## src/rtl/sc_frame_receiver.sv

```systemverilog
// Slow-control serial link receiver: resynchronises D_SC/CK_SC/RSTn_SC into CK_in,
// shifts one frame in LSB first on CK_SC falls, and reports valid/timeout/overflow.
module sc_frame_receiver #(
    parameter int FRAME_LEN = 829,
    parameter int SYNC_STG  = 2,
    parameter int TIMEOUT   = 4096
) (
    input  logic                 CK_in,
    input  logic                 rstn,
    input  logic                 D_SC,
    input  logic                 CK_SC,
    input  logic                 RSTn_SC,
    output logic [FRAME_LEN-1:0] frame_data,
    output logic                 frame_valid,
    output logic                 frame_err,
    output logic                 overflow,
    output logic                 busy,
    output logic [9:0]           bit_cnt,
    output logic [9:0]           dac1,
    output logic [9:0]           dac2
);

    localparam int TW = $clog2(TIMEOUT);

    typedef enum logic [1:0] {
        IDLE  = 2'd0,
        SHIFT = 2'd1,
        DONE  = 2'd2,
        OVF   = 2'd3
    } state_t;

    state_t                state_r, state_next_s;
    logic [SYNC_STG-1:0]   d_sync_r, ck_sync_r, rsc_sync_r;
    logic                  d_s_r, ck_s_r, ck_d_r, rsc_s_r;
    logic                  fall_s;
    logic [FRAME_LEN-1:0]  sreg_r, sreg_next_s;
    logic [FRAME_LEN-1:0]  frame_data_r, frame_data_next_s;
    logic [TW-1:0]         idle_r, idle_next_s;
    logic [9:0]            bit_cnt_r, bit_cnt_next_s;
    logic [9:0]            dac1_r, dac1_next_s, dac2_r, dac2_next_s;
    logic                  valid_r, valid_next_s;
    logic                  err_r, err_next_s;
    logic                  ovf_r, ovf_next_s;
    logic                  busy_r;

    // The extra stage after the synchroniser gives ck_s/d_s the same latency, so d_s is aligned with fall
    assign fall_s = ck_d_r & ~ck_s_r;

    // Synchronisers, edge-detect stage, FSM state and registered outputs
    always_ff @(posedge CK_in) begin
        if (!rstn) begin
            d_sync_r     <= '0;
            ck_sync_r    <= '0;
            rsc_sync_r   <= '0;
            d_s_r        <= 1'b0;
            ck_s_r       <= 1'b0;
            ck_d_r       <= 1'b0;
            rsc_s_r      <= 1'b0;
            state_r      <= IDLE;
            sreg_r       <= '0;
            frame_data_r <= '0;
            idle_r       <= '0;
            bit_cnt_r    <= 10'd0;
            dac1_r       <= 10'd0;
            dac2_r       <= 10'd0;
            valid_r      <= 1'b0;
            err_r        <= 1'b0;
            ovf_r        <= 1'b0;
            busy_r       <= 1'b0;
        end else begin
            d_sync_r     <= {d_sync_r[SYNC_STG-2:0], D_SC};
            ck_sync_r    <= {ck_sync_r[SYNC_STG-2:0], CK_SC};
            rsc_sync_r   <= {rsc_sync_r[SYNC_STG-2:0], RSTn_SC};
            d_s_r        <= d_sync_r[SYNC_STG-1];
            ck_s_r       <= ck_sync_r[SYNC_STG-1];
            rsc_s_r      <= rsc_sync_r[SYNC_STG-1];
            ck_d_r       <= ck_s_r;
            state_r      <= state_next_s;
            sreg_r       <= sreg_next_s;
            frame_data_r <= frame_data_next_s;
            idle_r       <= idle_next_s;
            bit_cnt_r    <= bit_cnt_next_s;
            dac1_r       <= dac1_next_s;
            dac2_r       <= dac2_next_s;
            valid_r      <= valid_next_s;
            err_r        <= err_next_s;
            ovf_r        <= ovf_next_s;
            busy_r       <= (state_next_s == SHIFT);
        end
    end

    // Next-state and next-output logic; a low link reset discards any coincident fall
    always_comb begin
        state_next_s      = state_r;
        sreg_next_s       = sreg_r;
        frame_data_next_s = frame_data_r;
        idle_next_s       = idle_r;
        bit_cnt_next_s    = bit_cnt_r;
        dac1_next_s       = dac1_r;
        dac2_next_s       = dac2_r;
        valid_next_s      = 1'b0;
        err_next_s        = 1'b0;
        ovf_next_s        = ovf_r;
        if (!rsc_s_r) begin
            state_next_s   = IDLE;
            bit_cnt_next_s = 10'd0;
            idle_next_s    = '0;
            ovf_next_s     = 1'b0;
        end else begin
            case (state_r)
                IDLE: begin
                    idle_next_s = '0;
                    if (fall_s) begin
                        sreg_next_s    = {d_s_r, sreg_r[FRAME_LEN-1:1]};
                        bit_cnt_next_s = 10'd1;
                        state_next_s   = SHIFT;
                    end else begin
                        bit_cnt_next_s = 10'd0;
                    end
                end
                SHIFT: begin
                    if (fall_s) begin
                        sreg_next_s    = {d_s_r, sreg_r[FRAME_LEN-1:1]};
                        bit_cnt_next_s = bit_cnt_r + 10'd1;
                        idle_next_s    = '0;
                        if (bit_cnt_r == 10'(FRAME_LEN - 1)) begin
                            state_next_s = DONE;
                        end else begin
                            state_next_s = SHIFT;
                        end
                    end else if (idle_r == TW'(TIMEOUT - 1)) begin
                        err_next_s     = 1'b1;
                        bit_cnt_next_s = 10'd0;
                        idle_next_s    = '0;
                        state_next_s   = IDLE;
                    end else begin
                        idle_next_s = idle_r + TW'(1);
                    end
                end
                DONE: begin
                    frame_data_next_s = sreg_r;
                    dac1_next_s       = sreg_r[22:13];
                    dac2_next_s       = sreg_r[12:3];
                    valid_next_s      = 1'b1;
                    ovf_next_s        = 1'b0;
                    state_next_s      = OVF;
                end
                OVF: begin
                    if (fall_s && !ovf_r) begin
                        ovf_next_s = 1'b1;
                        err_next_s = 1'b1;
                    end else begin
                        ovf_next_s = ovf_r;
                    end
                end
                default: begin
                    state_next_s   = IDLE;
                    bit_cnt_next_s = 10'd0;
                end
            endcase
        end
    end

    assign frame_data  = frame_data_r;
    assign frame_valid = valid_r;
    assign frame_err   = err_r;
    assign overflow    = ovf_r;
    assign busy        = busy_r;
    assign bit_cnt     = bit_cnt_r;
    assign dac1        = dac1_r;
    assign dac2        = dac2_r;

endmodule

```

## config.mk

```make
export PLATFORM = sky130hd
export DESIGN_NAME = sc_frame_receiver
export DESIGN_NICKNAME = d
export VERILOG_FILES = /design/src/rtl/sc_frame_receiver.sv
export SDC_FILE = /design/constraint.sdc
export NUM_CORES = 2
export LEC_CHECK = 0
export CAP_MARGIN = 25
export CORE_MARGIN = 4
export CORE_UTILIZATION = 55
export CTS_CLUSTER_DIAMETER = 60
export DETAILED_ROUTE_END_ITERATION = 8
export GPL_TIMING_DRIVEN = 0
export PLACE_DENSITY = 0.8
export SLEW_MARGIN = 20
export SYNTH_ARGS = -nofsm -noshare
export SYNTH_HDL_FRONTEND = slang
export SYNTH_SLANG_ARGS = --single-unit
```

## constraint.sdc

```tcl
create_clock -name CK_in -period 4.79 [get_ports CK_in]
set_clock_uncertainty 0.05 [all_clocks]
set_input_delay 0.7185 -clock CK_in [delete_from_list [all_inputs] [get_ports CK_in]]
set_output_delay 0.7185 -clock CK_in [all_outputs]
set_load 0.01 [all_outputs]
```

=== Yosys cells after proc, flatten, opt, wreduce, memory -nomap -nowiden ===
Index checks and enable logic that the tools add are counted.

* $add $sub $neg: 2
* Equal/unequal tests: 8
* Multiplexer cells: 20
* Bitwise operators: 2
* Reductions and logical operators: 11

{| class="wikitable"
|+ Operators with widths
! kind !! number
|-
| 12-bit two-way mux || 2
|-
| 12-bit case mux with 2 select lines || 1
|-
| 10-bit two-way mux || 2
|-
| 10-bit case mux with 2 select lines || 1
|-
| 12-bit by 1-bit adder with 12-bit output (second input constant) || 1
|-
| 12-bit == test (second input constant) || 1
|-
| 10-bit by 1-bit adder with 10-bit output (second input constant) || 1
|-
| 10-bit == test (second input constant) || 1
|-
| 2-bit two-way mux || 5
|-
| 2-bit AND reduction || 4
|-
| 1-bit two-way mux || 6
|-
| 2-bit case mux with 3 select lines || 1
|-
| 2-bit by 1-bit == test with 1-bit output (second input constant) || 2
|-
| 2-bit == test (second input constant) || 2
|-
| 1-bit case mux with 2 select lines || 2
|-
| 2-bit nonzero test || 2
|-
| 3-bit inequality test (second input constant) || 1
|-
| 3-bit AND reduction || 1
|-
| 2-bit zero test || 1
|-
| 2-bit inequality test (second input constant) || 1
|-
| 2-bit OR reduction || 1
|-
| 1-bit AND || 1
|-
| 1-bit logical AND || 1
|-
| 1-bit zero test || 1
|-
| 1-bit inverter || 1
|}

* Register bits: 1716
* Input bits: 5
* Output and inout bits: 863
* Logic and storage cells: 61

=== Longest topological paths before layout ===
* Word-level depth: 6
* Gate-level depth with buffers: 8
* Gate-level depth less buffers: 6

=== Worst setup path before layout ===
No wires, ideal clock.

* Path kind: input to register
* From: input rstn
* To: register idle_r[5]
* Setup time: 0.122 ns
* Arrival: 1.633 ns
* Required time: 4.618 ns
* Path slack: 2.986 ns
* Stages: 6
* Path buffers: 2
* Path through: buf_2 -> and2_1 -> buf_2 -> nand4_2 -> nor2_2 -> a221o_1

* Longest elaborated chain between the ends: 1

{| class="wikitable"
|+ RTL lines
! element !! line !! RTL
|-
| from (decl) || 9 || <nowiki>input logic rstn,</nowiki>
|-
| 2-bit AND reduction (no source line) || -- ||
|-
| to (signal assigned) || 81 || <nowiki>idle_r <= idle_next_s;</nowiki>
|-
| to (decl) || 38 || <nowiki>logic [TW-1:0] idle_r, idle_next_s;</nowiki>
|}

No other way between the ends.
A chain may end at the register's enable or synchronous reset.

=== Worst setup path after layout ===
* From: register bit_cnt_r[0] (netlist: bit_cnt[0])
* To: output bit_cnt[0]

{| class="wikitable"
|+ RTL lines
! element !! line !! RTL
|-
| from (decl) || 39 || <nowiki>logic [9:0] bit_cnt_r, bit_cnt_next_s;</nowiki>
|-
| from (signal assigned) || 82 || <nowiki>bit_cnt_r <= bit_cnt_next_s;</nowiki>
|-
| to (decl) || 18 || <nowiki>output logic [9:0] bit_cnt,</nowiki>
|}

No word-level cell between the ends.

==> impl_table.tex <==
\begin{tabular}{lr}
\hline
Metric & Value \\
\hline
\multicolumn{2}{l}{\textbf{Floorplan}} \\
\quad Core outline area & 0.114 mm\^{}2 \\
\quad Number of placement rows & around 120 \\
\quad Die Area & approximately 0.12 mm\^{}2 \\
\quad Starting Density & 55.3\% \\
\quad Ports & just under 900 \\
\quad Height of the die & about 350 um \\
\quad Die Width & between 300 and 400 um \\
\multicolumn{2}{l}{\textbf{Setup path}} \\
\quad Delay of the slowest cell on the worst path & 730 ps \\
\quad Internal reg-to-reg setup slack & about 2500 ps \\
\quad Data arrival time of the critical path & $\sim$2000 ps \\
\quad Largest driver fanout on the critical path & 9 \\
\quad Type of the setup path with the least slack & reg -> out \\
\quad Type of destination of the critical path & output pin \\
\quad Slowest stage cell, crit path & sky130\_fd\_sc\_hd\_\_clkdlybuf4s50\_1 \\
\quad Number of buffer and inverter stages on the critical path & 1 \\
\quad Startpoint kind of the worst setup timing path & register \\
\quad Required time reported for the critical path endpoint & approximately 4000 ps \\
\quad Ordered cell list for the critical path & clkdlybuf4s50\_1 \\
\quad Crit path max-delay family & buffers and inverters \\
\multicolumn{2}{l}{\textbf{CTS}} \\
\quad CTS HTree Levels & 4 \\
\quad Number of resized instances in the post-cts repair step & 0 \\
\quad CTS tree & done \\
\quad Clock Sink Count & about 1700 \\
\quad Worst-skew pair later-pin latency & 770 ps \\
\quad Clock input transition at the sequential cells of the worst setup and hold paths & roughly 60 ps \\
\quad Post CTS Setup Buffer Count & 0 \\
\quad CTS Buf Count & 171 \\
\quad Hold buffers post-CTS & 0 \\
\quad CTS max path bufs & 3 \\
\quad Master cell of the clock root buffer & sky130\_fd\_sc\_hd\_\_clkbuf\_16 \\
\multicolumn{2}{l}{\textbf{Route}} \\
\quad Count of vias placed by the detailed router & approximately 53000 \\
\quad Post-detailed-route DRC marker count & 0 \\
\quad Router iterations before antenna repair & 8 \\
\quad Detail-routed net length per standard cell & 17.8 um \\
\quad Iteration-0 DRC count of the detailed router & between 3000 and 4000 \\
\quad Residual antenna-violating net count after detailed routing & 0 \\
\quad Vias/cell & between 5 and 6 \\
\quad Total routed wirelength & $\sim$180000 um \\
\multicolumn{2}{l}{\textbf{Pwr}} \\
\quad Switching part of the total power & 20.6\% \\
\quad Gate power share & 1.6\% \\
\quad Power density normalized to cell area & 349 mW/mm\^{}2 \\
\quad Internal power component & 0.0220 W \\
\quad Worst voltage drop across the vdd grid & 0.324 mV \\
\quad Fraction of power consumed by sequential logic & 51.0\% \\
\quad Net load switching power & about 0.0057 W \\
\quad Clk network pwr share & a little under half \\
\quad Lkg Pwr & approximately 27 nW \\
\multicolumn{2}{l}{\textbf{Timing}} \\
\quad Crit path time final & 2790 ps \\
\quad Slew of the pin with the lowest slew margin & 1060 ps \\
\quad Max-slew violation count & 0 \\
\quad Tcrit/Tclk final & about three fifths \\
\quad Final number of hold-violating endpoints & 0 \\
\quad Setup repair after global routing missed its margin & no \\
\quad Setup total negative slack & 0 ps \\
\quad Relative slew slack & 29.5\% \\
\quad Highest clock frequency the design can meet & 0.358 GHz \\
\quad Final setup vio count & 0 \\
\multicolumn{2}{l}{\textbf{Placed design}} \\
\quad Dpl hpwl & $\sim$130000 um \\
\quad Number of buffers added on ports & between 800 and 900 \\
\quad Placed cell area & approximately 0.074 mm\^{}2 \\
\quad Routability-driven placement congestion ratio & approximately 0.92 \\
\multicolumn{2}{l}{\textbf{Finish}} \\
\quad Area growth from synthesis to final layout & 25.5\% \\
\quad Inserted Diodes & 0 \\
\quad Final \#Nets & 8450 \\
\quad Share of post-route cells with drive strength above 1 & slightly below 7\% \\
\quad Total area of sequential cells & between 0.03 and 0.04 mm\^{}2 \\
\quad Number of filler instances in the final layout & approximately 9000 \\
\quad Footprint of the multi-input gates & about 0.026 mm\^{}2 \\
\quad Post-route standard cell area excluding fillers & 0.0794 mm\^{}2 \\
\multicolumn{2}{l}{\textbf{Global routing}} \\
\quad Grt total ovfl & 0 \\
\quad Maximum number of pins on one net before global-route repair & 17 \\
\quad First-pass GRT wire length & around 280000 um \\
\quad Number of global-route vias before repair & $\sim$50000 \\
\quad Antenna violations before repair & 1 \\
\quad Total Routing Usage GR & 28.5\% \\
\multicolumn{2}{l}{\textbf{Synth}} \\
\quad Synth warn & 0 \\
\quad Share of Yosys cell area claimed by the top area cell type & between 50\% and 60\% \\
\quad Cells after Synth & about 7400 \\
\quad Largest area contributor in the netlist & sky130\_fd\_sc\_hd\_\_dfxtp\_1 \\
\quad Synthesis-stage register bit count & roughly 1700 \\
\quad Number of synthesized flops with an enable pin & 0 \\
\quad Synth top area cells & sky130\_fd\_sc\_hd\_\_dfxtp\_1, sky130\_fd\_sc\_hd\_\_nand2\_1, sky130\_fd\_sc\_hd\_\_a21boi\_1, sky130\_fd\_sc\_hd\_\_clkbuf\_1, sky130\_fd\_sc\_hd\_\_buf\_6 \\
\quad Cell with the most instances after synthesis & sky130\_fd\_sc\_hd\_\_nand2\_1 \\
\quad Post-synthesis instance area & $\sim$0.063 mm\^{}2 \\
\quad Portion of the post-synthesis area used by sequential elements & between 50\% and 60\% \\
\quad Number of unique standard cell types used by synthesis & 55 \\
\quad Async set or reset register ratio after synthesis & 0\% \\
\quad Most used DFF post-synth & sky130\_fd\_sc\_hd\_\_dfxtp\_1 \\
\quad Net count after synthesis & about 7400 \\
\quad Mean instance size in the synthesized netlist & 8.55 um\^{}2 \\
\quad Commonest cells in the synthesized netlist & sky130\_fd\_sc\_hd\_\_nand2\_1, sky130\_fd\_sc\_hd\_\_dfxtp\_1, sky130\_fd\_sc\_hd\_\_a21boi\_1, sky130\_fd\_sc\_hd\_\_clkbuf\_1, sky130\_fd\_sc\_hd\_\_buf\_2 \\
\multicolumn{2}{l}{\textbf{Outcome}} \\
\quad Outcome & complete, no violations \\
\multicolumn{2}{l}{\textbf{Job}} \\
\quad Max capacitance violation total & 0 \\
\multicolumn{2}{l}{\textbf{Hold path}} \\
\quad Hold WC Path Type & reg -> reg \\
\hline
\end{tabular}
-- cell usage in the layout (no fill, tap or decap), drive strengths merged, types with 3 or more instances in the layout --
cell / n
a211oi: 4
a21boi: 1658
a21oi: 10
a22o: 4
a31oi: 4
a41oi: 3
and2: 12
and3: 8
and4: 4
buf: 327
bufinv: 5
clkbuf: 525
clkdlybuf4s50: 866
clkinv: 23
dfxtp: 1696
ha: 3
inv: 8
nand2: 3326
nand3: 12
nand4: 7
nor2: 11
nor2b: 3
nor3: 7
nor4: 6
o21ai: 7
o31ai: 3
xnor2: 3
-- worst paths after layout --
path | cells after the start | start | endpoint
max reg2reg | 7 | state_r[0] | frame_data[517]
min | 1 | d_sync_r[0] | d_sync_r[1]
max | 1 | bit_cnt[0] | bit_cnt[0]
min reg2reg | 1 | d_sync_r[0] | d_sync_r[1]
-- sequential cells by signal (all words and copies together), names as in the netlist --
register and count:
ck_d_r 1, idle_r 12, frame_data 829, rsc_s_r 1, state_r 2, ck_sync_r 2, rsc_sync_r 2, sreg_r 829
frame_valid 1, ck_s_r 1, frame_err 1, d_sync_r 2, busy 1, bit_cnt 10, overflow 1, d_s_r 1
-- worst register-to-register path, delay by kind of cell, from the launching register on --
kind / cells / cell delay [ps]
buf+inv: 3 / 1030
simple gates: 3 / 660
flops: 1 / 310
compound gates: 1 / 170
-- cell families (layout without fill, tap and decap cells) --
kind of cell    Yosys count  count (layout)  synth area share (%)
xor+xnor                  3               3                0.0415
compound gates         1707            1707                  20.3
fa+ha+maj                 3               3                0.0593
flops                  1696            1696                  53.7
simple gates           3405            3405                  20.5
buf+inv                 588            1755                  5.46
-- per-stage QoR --
step	instances	utilization, %	setup WS [ps]	hold WS, ps	power (W)
floorplan	7402	-	2990	362	0.0148
global placement	9780	64.6	1700	367	0.0149
detailed placement	9781	64.6	1890	377	0.0149
CTS	10100	69.4	1950	377	0.0278
global route	10100	69.4	1950	393	0.0285
finish	10100	69.4	2000	387	0.0277
-- power groups by stage --
stage,registers (W),clock network [W],logic (W)
floorplan,0.0144,0,0.000331
global placement,0.0144,0,0.000441
detailed placement,0.0144,0,0.000447
CTS,0.0141,0.0133,0.000449
global route,0.0141,0.0139,0.000482
finish,0.0141,0.0131,0.000447
-- cell type report --
| class | count | area share [%] |
|---|---|---|
| buffer | 584 | 4.33 |
| inverter | 4 | 0.0205 |
| timing repair buffer | 867 | 10.9 |
| multi-input combinational | 5118 | 32.6 |
| sequential | 1696 | 42.8 |
| clock buffer | 267 | 6.50 |
| clock inverter | 33 | 0.479 |
| tap | 1512 | 2.38 |
-- metal layers --
| metal | track usage [%] | share of wire, % |
|---|---|---|
| met1 | 33.6 | 40 |
| met2 | 48.3 | 47 |
| met3 | 7.00 | 6.8 |
| met4 | 14.3 | 5.4 |
| met5 | 0 | 0.0045 |
(Power assumes the default switching activity.)
